--- src/rtl/dt_pkg.sv ---
// Shared constants and FSM state type for the distance-transform result packer.
package dt_pkg;

   localparam int unsigned IMG_W        = 128;
   localparam int unsigned IMG_PIX      = IMG_W * IMG_W;
   localparam int unsigned PIX_PER_WORD = 16;
   localparam int unsigned WORD_CNT     = IMG_PIX / PIX_PER_WORD;

   localparam int unsigned ADDR_W  = 14;
   localparam int unsigned OADDR_W = 10;
   localparam int unsigned CNT_W   = 5;

   typedef enum logic [1:0] {
      IDLE,
      RD,
      WR,
      FIN
   } dt_state_t;

endpackage

--- src/rtl/dt_bit_packer.sv ---
// Thresholds incoming result pixels and shifts them into a 16-bit word, MSB first.
module dt_bit_packer
   import dt_pkg::*;
(
   input  logic        clk,
   input  logic        reset,
   input  logic        clr,
   input  logic        cap_en,
   input  logic [7:0]  din,
   input  logic [7:0]  thr,
   output logic [15:0] word,
   output logic        word_rdy
);

   logic [CNT_W-1:0] bit_cnt;

   always_ff @(posedge clk or negedge reset) begin
      if (!reset) begin
         word    <= '0;
         bit_cnt <= '0;
      end else if (clr) begin
         word    <= '0;
         bit_cnt <= '0;
      end else if (cap_en) begin
         word    <= {word[14:0], (din > thr)};
         bit_cnt <= bit_cnt + 1'b1;
      end
   end

   assign word_rdy = (bit_cnt == CNT_W'(PIX_PER_WORD));

endmodule

--- src/rtl/dt_res_pack.sv ---
// Packs the 128x128 result map into 1024 thresholded 16-bit words.
// Optional max-value tracking on port max_d is built only with DT_PACK_MAXD_EN.
module dt_res_pack
   import dt_pkg::*;
(
   input  logic               clk,
   input  logic               reset,
   input  logic               start,
   input  logic [7:0]         thr,
   output logic               res_rd,
   output logic [ADDR_W-1:0]  res_addr,
   input  logic [7:0]         res_di,
   output logic               out_wr,
   output logic [OADDR_W-1:0] out_addr,
   output logic [15:0]        out_do,
`ifdef DT_PACK_MAXD_EN
   output logic [7:0]         max_d,
`endif
   output logic               busy,
   output logic               done
);

   dt_state_t          state, state_nxt;
   logic [CNT_W-1:0]   rd_cnt;
   logic [ADDR_W-1:0]  pix_addr;
   logic [OADDR_W-1:0] word_addr;
   logic [7:0]         thr_q;
   logic               rd_q;
   logic               start_acc;
   logic               pk_clr;
   logic [15:0]        pk_word;
   logic               pk_rdy;
   logic               last_word;

   assign start_acc = start && ((state == IDLE) || (state == FIN));
   assign last_word = (word_addr == OADDR_W'(WORD_CNT - 1));

   always_ff @(posedge clk or negedge reset) begin
      if (!reset) state <= IDLE;
      else        state <= state_nxt;
   end

   always_comb begin
      state_nxt = state;
      unique case (state)
         IDLE, FIN: if (start) state_nxt = RD;
         // RD spans 16 read cycles plus one cycle for the last read's data
         RD:        if (rd_cnt == CNT_W'(PIX_PER_WORD)) state_nxt = WR;
         WR:        state_nxt = last_word ? FIN : RD;
         default:   state_nxt = IDLE;
      endcase
   end

   assign res_rd = (state == RD) && (rd_cnt < CNT_W'(PIX_PER_WORD));

   always_ff @(posedge clk or negedge reset) begin
      if (!reset) begin
         rd_cnt    <= '0;
         pix_addr  <= '0;
         word_addr <= '0;
         thr_q     <= '0;
         rd_q      <= 1'b0;
      end else begin
         rd_q <= res_rd;
         if (start_acc) begin
            thr_q     <= thr;
            rd_cnt    <= '0;
            pix_addr  <= '0;
            word_addr <= '0;
         end else if (state == RD) begin
            if (res_rd) begin
               rd_cnt <= rd_cnt + 1'b1;
               // hold at the final pixel; only a restart returns to address 0
               if (pix_addr != ADDR_W'(IMG_PIX - 1)) pix_addr <= pix_addr + 1'b1;
            end
         end else if (state == WR) begin
            rd_cnt <= '0;
            if (!last_word) word_addr <= word_addr + 1'b1;
         end
      end
   end

   assign pk_clr = start_acc || (state == WR);

   dt_bit_packer u_packer (
      .clk      (clk),
      .reset    (reset),
      .clr      (pk_clr),
      .cap_en   (rd_q),
      .din      (res_di),
      .thr      (thr_q),
      .word     (pk_word),
      .word_rdy (pk_rdy)
   );

   assign res_addr = pix_addr;
   assign out_addr = word_addr;
   assign out_wr   = (state == WR) && pk_rdy;
   assign out_do   = out_wr ? pk_word : '0;
   assign busy     = (state == RD) || (state == WR);
   assign done     = (state == FIN);

`ifdef DT_PACK_MAXD_EN
   always_ff @(posedge clk or negedge reset) begin
      if (!reset)                      max_d <= '0;
      else if (start_acc)              max_d <= '0;
      else if (rd_q && res_di > max_d) max_d <= res_di;
   end
`endif

endmodule
--- config.mk ---
export PLATFORM = sky130hd
export DESIGN_NAME = dt_res_pack
export DESIGN_NICKNAME = d
export VERILOG_FILES = /design/src/rtl/dt_pkg.sv /design/src/rtl/dt_bit_packer.sv /design/src/rtl/dt_res_pack.sv
export SDC_FILE = /design/constraint.sdc
export NUM_CORES = 1
export LEC_CHECK = 0
export CAP_MARGIN = 20
export CORE_MARGIN = 1.5
export CORE_UTILIZATION = 53
export CTS_CLUSTER_DIAMETER = 150
export DETAILED_ROUTE_END_ITERATION = 7
export GPL_TIMING_DRIVEN = 1
export HOLD_SLACK_MARGIN = 0.1
export PLACE_DENSITY = 0.85
export RECOVER_POWER = 100
export SLEW_MARGIN = 10
export SYNTH_ARGS = -nofsm -noshare
export SYNTH_HDL_FRONTEND = slang
export SYNTH_HIERARCHICAL = 1
export SYNTH_SLANG_ARGS = --single-unit
--- constraint.sdc ---
create_clock -name clk -period 2.54 [get_ports clk]
set_input_delay 0.508 -clock clk [delete_from_list [all_inputs] [get_ports clk]]
set_output_delay 0.508 -clock clk [all_outputs]
set_load 0.02 [all_outputs]
==> flow_summary.yaml <==
outcome:
  status: "completed"
layout:
  utilization_pct: 67.8
  nNetsFinal: 464
  drive_gt1_share_pct: 6.71
  n_antenna_cell: 0
  num-fill-cells: 490
  area_growth_pct: 25.0
timing:
  worstMarginPinSlew_ps: 1470
  slew_headroom_pct: 2.04
  hold_violations: 0
  finalSetupViolations: 0
  post-route-period-util_pct: 95.2
  rsz0062_at_grt: "no"
  worst_slack_ps: 123
  clock_skew_ps: 8.41
  fin_crit_ps: 2420
  drv_slew: 0
  fmax_ghz: 0.414
  tns_ps: 0
route:
  route.detailed.drc: 0
  first_pass_iters: 4
  wl_per_cell_um: 14.8
  vias_per_cell: 5.77
  postRouteAntennaNets: 0
  drtIter0Drc: 170
  wl_mm: 7.53
  num_vias: 2935
yosys:
  synthTopCellsByArea: "dfrtp_1 45%, ha_1 6.6%, mux2i_1 5.3%, nand2_1 4.6%, nor2_1 3.6%"
  synth_ff_type: "dfrtp_1"
  synth.most_common_cell: "dfrtp_1"
  syn_nets: 396
  async_flop_share_pct: 100
  synth_top_area_cell: "dfrtp_1"
  syn-cell-area_sq_um: 3400
  yosys_warnings: 6
  avgSynthCellArea_sq_um: 9.48
  synthCells: 359
  synth_top_area_share_pct: 44.8
  ys_seq_area_share_pct: 44.8
  synthSimpleGateAreaFrac_pct: 23.0
  synth_compound_area_share_pct: 13.1
  yosys-mux-area-fraction_pct: 5.62
  synth_top_family_by_area: "simple AND/OR/NAND/NOR gates"
  ys_top_cells_by_count: "61 x dfrtp_1, 42 x nand2_1, 33 x nor2_1, 24 x a21oi_1, 21 x inv_1"
  synthAdderAreaFrac_pct: 6.62
  synth-xor-area-share_pct: 1.80
  synth_cell_types: 54
  synth_edf_count: 0
  ys_ff_latch: 61
die:
  die-width_um: 83.1
  die_height_um: 83.1
  ioPinCount: 63
  dieArea_sq_um: 6910
  fp-row-count: 29
  design.core.area_sq_um: 6280
  start_util_pct: 54.2
placement:
  dp_hpwl_mm: 5.34
  globalplace.congestion: 0.880
  port_buffers: 62
  dp_slack_ps: 203
setup_path:
  slowest_delay_ps: 430
  r2r_slack_ps: 350
  cp_top_family: "buffers and inverters"
  criticalPathCategory: "reg2out"
  r2r-end: "u_packer/word[13]"
  rr_startpoint: "state[0]"
  cp-end-kind: "primary output"
  cp.buffers_inverters: 3
  start_kind: "flip-flop"
  path_max_fanout: 17
  reg2reg_depth: 7
  critPathSlowestCell: "dfrtp_1"
  arrival_ps: 1910
  worstPathRequired_ps: 2030
  worstPathCellList: "inv_1 -> ha_1 -> nor4bb_1 -> buf_4 -> and3_1 -> dlygate4sd2_1"
grt:
  antenna_found_initial: 0
  overflow: 0
  groute.usage.overall_pct: 23.5
  grt_pass1_wl_mm: 13.1
  grt_max_degree: 62
  grt_pass1_vias: 2783
pwr:
  share_comb_of_total_power_pct: 41.8
  clockPowerShare_pct: 20.8
  switching_share_pct: 41.3
  p_int_mw: 2.19
  ir_worst_vdd_uv: 494
  pwr-share-seq_pct: 37.4
  power.density_nw_per_um2: 878
  p_leak_nw: 2.13
  switchingPower_mw: 1.54
clock_tree:
  clkSinkCount: 61
  cts_made_buffers: 9
  clockBufferDepth: 2
  cts-root-buf: "clkbuf_8"
  post_cts_buffers: 0
  hold_buffers: 0
  clk_latency_ps: 340
  cts_tree: "built"
  cts_max_level: 3
  cts.clk_slew.worst_paths_ps: 70
min_path:
  hold_class: "reg2reg"
  whs_path_depth: 2
  whs_endpoint: "thr_q[2]"
  min_from: "thr_q[2]"
run:
  maxCapViolations: 0
==> worst max-delay path by stage <==
stage	startpoint	endpoint	slack, ps	cells past startpoint
2_1_floorplan	u_packer/bit_cnt[0]	out_do[10]	440	5
4_1_cts	state[1]	res_rd	90	5
6_report	u_packer/bit_cnt[0]	out_do[8]	120	6
5_1_grt	u_packer/bit_cnt[0]	out_do[7]	1	6
3_3_place_gp	u_packer/bit_cnt[0]	out_do[2]	280	6
3_5_place_dp	u_packer/bit_cnt[0]	out_do[0]	200	6
==> per-layer routing <==
| layer | vias to the layer above | part of all wire (%) | GRT usage [%] |
|---|---|---|---|
| met5 | - | 0 | 0 |
| met4 | 0 | 2.3 | 11.4 |
| met3 | 16 | 4.4 | 4.27 |
| met2 | 80 | 49 | 37.7 |
| met1 | 1413 | 45 | 30.8 |
| li1 | 1426 | - | - |
==> worst register-to-register path, stage by stage (launching register included) <==
cell and delay (ps):
dfrtp_1 410, inv_1 90, ha_1 440, clkbuf_1 310
inv_1 150, nand2_1 230, clkbuf_2 340, nor2_1 100
==> through the flow <==
stage | hold slack (ps) | area, sq um | std cells | power, mW
6_report | 477 | 4250 | 509 | 3.73
5_1_grt | 509 | 4250 | 509 | 4.01
4_1_cts | 169 | 4280 | 509 | 3.81
3_5_place_dp | 463 | 4120 | 493 | 3.02
3_3_place_gp | 460 | 4120 | 493 | 2.95
2_1_floorplan | 212 | 3400 | 359 | 2.51
==> cells in the final DEF (no fill, tap or decap), types with 6 or more instances in the layout <==
| cell type | Yosys | final |
|---|---|---|
| a21oi_1 | 24 | 24 |
| and3_1 | 19 | 19 |
| clkbuf_8 | 0 | 11 |
| clkdlybuf4s15_1 | 0 | 6 |
| clkdlybuf4s50_1 | 0 | 19 |
| dfrtp_1 | 61 | 61 |
| dlygate4sd2_1 | 0 | 11 |
| dlygate4sd3_1 | 0 | 25 |
| ha_1 | 18 | 18 |
| inv_1 | 21 | 21 |
| mux2i_1 | 18 | 18 |
| nand2_1 | 42 | 42 |
| nand3_1 | 10 | 10 |
| nand4_1 | 8 | 8 |
| nor2_1 | 33 | 33 |
| nor3_1 | 6 | 6 |
| o21ai_0 | 7 | 10 |
| o31ai_1 | 6 | 6 |
| or3_1 | 7 | 7 |
==> cell type report <==
type                       instances  area (sq um)  share of cell area [%]
clock buffer                      12           155                    3.65
clock inverter                     4          22.5                   0.529
inverter                          22          95.1                    2.24
multi-input combinational        262          1710                    40.1
sequential                        61          1530                    35.9
tap                               77          96.3                    2.26
timing repair buffer              71           651                    15.3
==> cells by family after synthesis <==
group | after synthesis
AND/OR/NAND/NOR | 148
AO/OA/AOI/OAI | 70
flip-flops | 61
buffers and inverters | 36
multiplexers | 19
adder cells (fa/ha/maj) | 18
XOR/XNOR | 7
==> what timing repair did <==
| action | in CTS | in global routing |
|---|---|---|
| setup endpoints to repair | 17 | 6 |
| gates resized for setup | 17 | 6 |
| pin swaps | 0 | 0 |
==> state kept, by name (all words and copies together), names as in the netlist <==
signal / cells
u_packer/bit_cnt: 5
state: 2
out_addr: 10
thr_q: 8
rd_cnt: 5
res_addr: 14
rd_q: 1
u_packer/word: 16
==> power by group through the flow <==
stage	Sequential [mW]	Clock, mW	Combinational [mW]
after CTS	1.40	0.794	1.62
after floorplan	1.39	0	1.12
after global routing	1.44	0.834	1.74
after detailed placement	1.41	0	1.61
after global placement	1.40	0	1.55
final	1.40	0.776	1.56
Power figures use the tool's default switching activity.
